`src/rtl/dstack_ctl.sv`:
```
// dstack_ctl: command front-end for the stack2pipe4 data stack.
// Keeps top-of-stack (T) in a local register, presents N straight from the
// stack read port, tracks occupancy and rejects ops that would over/underflow.
//
// Handshake: a command transfers on a rising clk edge where cmd_valid and
// cmd_ready are both high. cmd_valid/cmd_op/cmd_data must stay stable while
// cmd_valid is high and cmd_ready is low. cmd_ready is low only during the
// second cycle of DROP2. A rejected command is still consumed.
module dstack_ctl #(
  parameter int WIDTH = 16,
  parameter int DEPTH = 4
) (
  input  logic                          clk,
  input  logic                          reset,
  input  logic                          cmd_valid,
  output logic                          cmd_ready,
  input  logic [2:0]                    cmd_op,
  input  logic [WIDTH-1:0]              cmd_data,
  output logic [WIDTH-1:0]              tos,
  output logic [WIDTH-1:0]              nos,
  output logic [$clog2(DEPTH+2)-1:0]    depth,
  output logic                          err_ovf,
  output logic                          err_unf,
  output logic                          st_we,
  output logic [WIDTH-1:0]              st_wd,
  output logic [1:0]                    st_delta,
  input  logic [WIDTH-1:0]              st_rd
);

  localparam int DW = $clog2(DEPTH+2);

  // Total capacity counts T as one item on top of the DEPTH stack entries.
  localparam logic [DW-1:0] CAP  = DW'(DEPTH + 1);
  localparam logic [DW-1:0] ONE  = DW'(1);
  localparam logic [DW-1:0] TWO  = DW'(2);

  localparam logic [2:0] OP_NOP   = 3'd0;
  localparam logic [2:0] OP_PUSH  = 3'd1;
  localparam logic [2:0] OP_DROP  = 3'd2;
  localparam logic [2:0] OP_SWAP  = 3'd3;
  localparam logic [2:0] OP_DUP   = 3'd4;
  localparam logic [2:0] OP_OVER  = 3'd5;
  localparam logic [2:0] OP_DROP2 = 3'd6;

  // Stack delta encoding: [0]=move, [1]=pop.
  localparam logic [1:0] D_FREEZE = 2'b00;
  localparam logic [1:0] D_PUSH   = 2'b01;
  localparam logic [1:0] D_POP    = 2'b11;

  typedef enum logic {
    IDLE   = 1'b0,
    DROP2B = 1'b1
  } state_t;

  // State is kept in a named enum signal so checkers can bind to it directly.
  state_t state, state_n;

  logic [WIDTH-1:0] tos_n;
  logic [DW-1:0]    depth_n;
  logic             ovf_set;
  logic             unf_set;
  logic             drop_act;
  logic             accept;
  logic             full;

  assign cmd_ready = (state == IDLE);
  assign accept    = cmd_valid & cmd_ready;
  assign full      = (depth == CAP);
  assign nos       = st_rd;
  assign st_wd     = tos;

  // Register update: T, depth, sticky flags and FSM state.
  always_ff @(posedge clk) begin
    if (reset) begin
      state   <= IDLE;
      tos     <= '0;
      depth   <= '0;
      err_ovf <= 1'b0;
      err_unf <= 1'b0;
    end else begin
      state <= state_n;
      tos   <= tos_n;
      depth <= depth_n;
      if (ovf_set) err_ovf <= 1'b1;
      if (unf_set) err_unf <= 1'b1;
    end
  end

  // Decode the accepted op (or the DROP2 second half) into next T/depth and
  // stack controls. A drop is shared by DROP, both halves of DROP2.
  always_comb begin
    state_n  = state;
    tos_n    = tos;
    depth_n  = depth;
    ovf_set  = 1'b0;
    unf_set  = 1'b0;
    drop_act = 1'b0;
    st_we    = 1'b0;
    st_delta = D_FREEZE;

    case (state)
      IDLE: begin
        if (accept) begin
          case (cmd_op)
            OP_PUSH: begin
              if (full) begin
                ovf_set = 1'b1;
              end else begin
                tos_n   = cmd_data;
                depth_n = depth + ONE;
                // With nothing in T yet there is no old value to spill.
                if (depth != '0) begin
                  st_we    = 1'b1;
                  st_delta = D_PUSH;
                end
              end
            end
            OP_DROP: begin
              if (depth == '0) unf_set  = 1'b1;
              else             drop_act = 1'b1;
            end
            OP_SWAP: begin
              if (depth < TWO) begin
                unf_set = 1'b1;
              end else begin
                tos_n = st_rd;
                st_we = 1'b1;   // old T overwrites N in place
              end
            end
            OP_DUP: begin
              if (depth == '0) begin
                unf_set = 1'b1;
              end else if (full) begin
                ovf_set = 1'b1;
              end else begin
                st_we    = 1'b1;
                st_delta = D_PUSH;
                depth_n  = depth + ONE;
              end
            end
            OP_OVER: begin
              if (depth < TWO) begin
                unf_set = 1'b1;
              end else if (full) begin
                ovf_set = 1'b1;
              end else begin
                tos_n    = st_rd;
                st_we    = 1'b1;
                st_delta = D_PUSH;
                depth_n  = depth + ONE;
              end
            end
            OP_DROP2: begin
              if (depth < TWO) begin
                unf_set = 1'b1;
              end else begin
                drop_act = 1'b1;
                state_n  = DROP2B;
              end
            end
            default: begin
              // OP_NOP and unused encodings leave everything untouched.
            end
          endcase
        end
      end
      DROP2B: begin
        // Legality was checked on the first half, depth is at least 1 here.
        drop_act = 1'b1;
        state_n  = IDLE;
      end
      default: state_n = IDLE;
    endcase

    if (drop_act) begin
      depth_n = depth - ONE;
      if (depth >= TWO) begin
        tos_n    = st_rd;
        st_delta = D_POP;
      end else begin
        tos_n = '0;
      end
    end
  end

endmodule

```
`config.mk`:
```
export PLATFORM = sky130hd
export DESIGN_NAME = dstack_ctl
export DESIGN_NICKNAME = d
export VERILOG_FILES = /design/src/rtl/dstack_ctl.sv
export SDC_FILE = /design/constraint.sdc
export NUM_CORES = 1
export LEC_CHECK = 0
export ABC_AREA = 1
export BUFFER_PORTS_ARGS = -buffer_cell sky130_fd_sc_hd__clkbuf_2
export CAP_MARGIN = 20
export CORE_ASPECT_RATIO = 0.7
export CORE_MARGIN = 5
export CORE_UTILIZATION = 40
export CTS_BUF_LIST = sky130_fd_sc_hd__clkbuf_4 sky130_fd_sc_hd__clkbuf_8
export DETAILED_ROUTE_END_ITERATION = 12
export GPL_TIMING_DRIVEN = 0
export MAX_ROUTING_LAYER = met4
export PLACE_DENSITY = 0.77
export SLEW_MARGIN = 20
export SYNTH_ARGS = -nofsm -noshare
export SYNTH_HDL_FRONTEND = slang
export SYNTH_SLANG_ARGS = --single-unit
```
`constraint.sdc`:
```
create_clock -name clk -period 2 [get_ports clk]
set_input_delay 0.4 -clock clk [delete_from_list [all_inputs] [get_ports clk]]
set_output_delay 0.4 -clock clk [all_outputs]
set_load 0.05 [all_outputs]
```
==> results of run 1 <==
## what timing repair did
item,CTS,global route
setup buffers,15,6
endpoints found under the setup margin,5,5
cloned,0,1
resized for setup,12,14
pin swaps,4,7
## worst paths after layout
check | startpoint | to | slack [ns] | cells past startpoint
min | reset | depth[1] | 0.36 | 2
min reg2reg | state | state | 0.49 | 1
max | depth[1] | st_delta[0] | -0.02 | 9
max reg2reg | depth[1] | depth[2] | 0.03 | 13
## cell families after synthesis
kind of cell | synth area share
AO/OA/AOI/OAI | 0.159
buffers and inverters | 0.219
flip-flops | 0.238
adder cells (fa/ha/maj) | 0.0108
AND/OR/NAND/NOR | 0.373
## report_power, final
part           total, W  switching (W)  internal [W]
combinational  0.000605       0.000407      0.000198
clock          0.000432       0.000164      0.000268
sequential     0.000479      0.0000180      0.000461
## routing by layer
metal	track usage	vias to the layer above	wire, um
li1	-	1098	-
met1	0.244	985	2500
met2	0.308	84	2660
met3	0.0485	5	528
met4	0.0275	0	29
met5	-	-	0
## state kept, by name, summed over array words and instances, names as in the netlist
| register | count |
|---|---|
| state | 1 |
| err_unf | 1 |
| depth | 3 |
| st_wd | 16 |
| err_ovf | 1 |
## cells in the final DEF (no fill, tap or decap), drive strengths merged, types with 15 or more instances in the layout
cell / instances
dfxtp: 22
nor2: 15
o21ai: 24
nand2: 86
nand3b: 17
clkbuf: 96
nand3: 25
a21oi: 22
buf: 65
inv: 15
## worst register-to-register path, cell delays in order (launching register included)
cell and delay, ns:
dfxtp_4 0.38, nor2_4 0.13, nand2_2 0.07, nand2_2 0.09, nand3_4 0.08, nand2_4 0.08
buf_8 0.12, buf_8 0.12, inv_2 0.04, fa_2 0.33, nand3b_1 0.19, nand3_1 0.10
nand2_1 0.05, nor2_1 0.11
## layout make-up
cell class / instances / area [um2] / share of cell area
buffer: 44 / 352 / 0.129
clock buffer: 3 / 41.3 / 0.0151
clock inverter: 1 / 30.0 / 0.0110
inverter: 16 / 60.1 / 0.0220
multi-input combinational: 192 / 1050 / 0.385
sequential: 22 / 452 / 0.166
tap: 55 / 68.8 / 0.0252
timing repair buffer: 114 / 674 / 0.247
## stage by stage
step / util / hold slack, ns
after floorplan: - / 0.443
after detailed placement: 0.545 / 0.466
after global routing: 0.619 / 0.370
after global placement: 0.545 / 0.454
after CTS: 0.595 / 0.362
final: 0.619 / 0.362
==> flow_summary.toml, run 1 <==
[critical_path]
critPathKind = "reg2out"
start_kind = "flip-flop"
path_delay_family = "buffers and inverters"
critPathArrivalTime_ns = 1.62
cp.required_ns = 1.60
cp-end-kind = "primary output"
crit_chain = "inv_1 > nand2_2 > nand2_2 > nand3_4 > nand2_4 > buf_8 > buf_8 > o21ai_2 > buf_8"
max_stage_delay_ns = 0.39
crit_top_cell = "buf_8"
cp_slowest_cell = "dfxtp_4"
critPathMaxFanout = 5
worst-path-buf-inv = 4

[timing]
finalMaxSlewViolations = 0
setup_viol = 1
fin_crit_sh = 1.01
final_hold_viol_count = 0
fmax_mhz = 495
slew_headroom = 0.664
clock_skew_ns = 0.00875
final.setup.tns_ns = -0.0210
fin_crit_ns = 2.02
fin_ws_ns = -0.0210
worstMarginPinSlew_ns = 0.505
rsz0062_at_grt = "yes"

[final_layout]
fillCellCount = 406
num_antenna_cells = 0
area_delta_synth_final_pct = 47.6
drive_gt1_frac = 0.503
stdcell_count = 447
design_area_um2 = 2730
nets = 432

[drt]
viasPerCell = 4.86
drt-total-wl_mm = 5.72
ant_nets = 0
vias = 2172
drt-initial-drc-count = 85
wire_per_inst_um = 12.8
drc = 0
drt-pass1-iter-count = 4

[placed_design]
io_buffer_count = 93
place_inst = 423
dp_hpwl_mm = 4.26
gp_congestion = 0.893
pre_cts_slack_ns = -0.190
placed_cell_area_um2 = 2400

[grt]
grt-ovfl-total = 0
grt_usage = 0.189
grt_pass1_vias = 1898
antenna_found_initial = 0
grt_start_max_net_pins = 19
grt_pass1_wl_mm = 9.13

[cts]
clk_transition_reported_paths_ns = 0.09
htreeDepth = 1
hold_buffers = 0
clockRootBuffer = "clkbuf_8"
cts.sinks = 22
clkLatencyLatePin_ns = 0.28
cts_buffers = 3
cts_tree = "done"
clockBufferDepth = 2

[run]
drv_cap = 0

[floorplan]
fp.dieH_um = 66.9
core_um2 = 4400
io_pins = 95
placementRows = 20
start_util = 0.419
die_x_um = 91.2
dieArea_um2 = 6100

[logic_synthesis]
synth_top_area_frac = 0.238
synthArstFlopShare = 0
synth-seq-area-share = 0.238
synth_area_um2 = 1850
yosys.area.top_type = "dfxtp_1"
ys_dominant_reg_cell = "dfxtp_1"
synthCells = 275
synth.area.top_cells = "dfxtp_1, nand2_1, buf_4"
ys_seq_elements = 22
ys_types = 27
synth_edf_count = 0
ys_warn_count = 0
yosys-top-cells-count = "nand2_1, buf_4, dfxtp_1, nand3_1, nand3b_1"
synth_most_common_cell = "nand2_1"
syn_nets = 314
avgSynthCellArea_um2 = 6.72

[power_and_ir_drop]
powerDensity_nw_per_um2 = 556
power_w = 0.00152
leakage_nw = 1.52
max-vdd-ir-drop_mv = 0.293

[outcome]
status = "complete, but fails checks"
violations = "setup timing"

[min_path]
hp-class = "in2reg"
No activity file was read; power rests on OpenSTA's default activity.
==> run 2: changes to the inputs <==
--- a/config.mk
+++ b/config.mk
@@ -6,7 +6,7 @@
 export NUM_CORES = 1
 export LEC_CHECK = 0
 export ABC_AREA = 1
-export BUFFER_PORTS_ARGS = -buffer_cell sky130_fd_sc_hd__clkbuf_2
+export BUFFER_PORTS_ARGS = -buffer_cell sky130_fd_sc_hd__buf_2
 export CAP_MARGIN = 20
 export CORE_ASPECT_RATIO = 0.7
 export CORE_MARGIN = 5
@@ -16,6 +16,7 @@
 export GPL_TIMING_DRIVEN = 0
 export MAX_ROUTING_LAYER = met4
 export PLACE_DENSITY = 0.77
+export SKIP_LAST_GASP = 1
 export SLEW_MARGIN = 20
 export SYNTH_ARGS = -nofsm -noshare
 export SYNTH_HDL_FRONTEND = slang
==> run 2 against run 1 <==
Compared with the run above: the flow now finishes without violations; non-clock buffer count shrank 5; sequential share of layout area grew 0.53 points; count of clock-buffer cells in the layout is the same.
==> flow_summary.toml, run 2 (synthesis gave the netlist of run 1 again) <==
[outcome]
status = "finished clean"

[critical_path]
r2r_end = "depth[2]"
rr_startpoint = "depth[2]"
worst-r2r-setup-slack_ns = 0.08
critPathMaxFanout = 6
reg2reg_depth = 13
critPathArrivalTime_ns = 1.59
start_kind = "flip-flop"
cp-end-kind = "primary output"
critPathKind = "reg2out"
cp.required_ns = 1.60

[min_path]
holdPathEnd = "depth[1]"
hp-class = "in2reg"
worstHoldStart = "reset"
whs_path_depth = 2

[timing]
final.setup.tns_ns = 0
rsz0062_at_grt = "yes"
setup_viol = 0
slew_headroom = 0.646
fin_crit_ns = 1.99
finalMaxSlewViolations = 0
fin_ws_ns = 0.00852
worstMarginPinSlew_ns = 0.530
clock_skew_ns = 0.00735
fmax_mhz = 502
fin_crit_sh = 0.996
final_hold_viol_count = 0

[placed_design]
pre_cts_slack_ns = -0.171
dp_hpwl_mm = 4.18
gp_congestion = 0.889
io_buffer_count = 93

[cts]
clockRootBuffer = "clkbuf_8"
cts_tree = "done"
cts_buffers = 3
htreeDepth = 1
cts.sinks = 22
hold_buffers = 0
clockBufferDepth = 2
clk_transition_reported_paths_ns = 0.08
clkLatencyLatePin_ns = 0.27

[floorplan]
die_x_um = 91.2
fp.dieH_um = 66.9
start_util = 0.419
placementRows = 20
dieArea_um2 = 6100
core_um2 = 4400
io_pins = 95

[final_layout]
largest_reg_flops = 16
drive_gt1_frac = 0.499
multiInputGateArea_um2 = 1040
ff_latch_area_um2 = 452
num_antenna_cells = 0
nets = 427
fillCellCount = 414
final_common_cell = "buf_2"
area_delta_synth_final_pct = 43.0
layout_common_cells = "buf_2, nand2_1, buf_4"

[grt]
grt_pass1_wl_mm = 8.73
grt_usage = 0.180
grt-ovfl-total = 0
grt_start_max_net_pins = 19
grt_pass1_vias = 1826
antenna_found_initial = 0

[drt]
drc = 0
wire_per_inst_um = 12.9
drt-pass1-iter-count = 4
drt-total-wl_mm = 5.70
ant_nets = 0
vias = 2126
viasPerCell = 4.81
drt-initial-drc-count = 119

[power_and_ir_drop]
leakage_nw = 1.48
powerDensity_nw_per_um2 = 571
max-vdd-ir-drop_mv = 0.335

[run]
drv_cap = 0
[run 2: cell count changes in the layout (fill, tap and decap cells not counted), sizes merged]
cell,delta
buf,+85
clkbuf,-90
[run 2: where the power goes]
group | total, W | switching [W] | internal [W]
registers | 0.000478 | 0.0000174 | 0.000461
logic | 0.000598 | 0.000403 | 0.000194
clock network | 0.000433 | 0.000165 | 0.000268
[run 2: through the flow]
step | std cells | util | total power, W | hold slack, ns | cell area (um2)
3_3_place_gp | 423 | 0.545 | 0.00106 | 0.450 | 2400
5_1_grt | 442 | 0.600 | 0.00157 | 0.372 | 2640
6_report | 442 | 0.600 | 0.00151 | 0.371 | 2640
3_5_place_dp | 423 | 0.545 | 0.00107 | 0.458 | 2400
4_1_cts | 434 | 0.582 | 0.00150 | 0.364 | 2560
2_1_floorplan | 275 | - | 0.000926 | 0.443 | 1870
[run 2: worst max-delay path by stage]
stage	slack, ns	to	startpoint	cells after the start
2_1_floorplan	-0.05	depth[2]	depth[1]	12
3_3_place_gp	-0.22	depth[2]	depth[1]	13
3_5_place_dp	-0.17	depth[2]	depth[1]	12
4_1_cts	-0.04	st_delta[0]	depth[1]	9
5_1_grt	-0.08	depth[2]	depth[2]	13
6_report	0.009	st_delta[0]	depth[1]	9
[run 2: layer usage]
metal,track usage,share of wire,wire length [um],vias up
li1,-,-,-,1083
met1,0.237,0.44,2510,958
met2,0.281,0.47,2650,81
met3,0.0530,0.089,509,4
met4,0.0275,0.0049,28,0
met5,-,0,0,-
[run 2: timing repair]
item,CTS,global route
resized for setup,10,8
buffers inserted,8,8
cloned,0,0
setup endpoints to repair,5,4
pin swaps,5,8
[run 2: area by class of cell]
| type | count | share of cell area |
|---|---|---|
| inverters | 16 | 0.0227 |
| clock buffers | 3 | 0.0156 |
| clock inverters | 1 | 0.0114 |
| flip-flops and latches | 22 | 0.171 |
| plain buffers | 44 | 0.133 |
| well taps | 55 | 0.0261 |
| repair buffers | 109 | 0.228 |
| multi-input cells | 192 | 0.392 |
[run 2: critical path: stages, from the launching register on]
cell	delay (ns)
dfxtp_4	0.39
inv_2	0.04
nand2_2	0.09
nand2_2	0.06
nand3_2	0.09
nand2_2	0.07
buf_8	0.14
buf_8	0.13
o21ai_4	0.12
buf_6	0.17
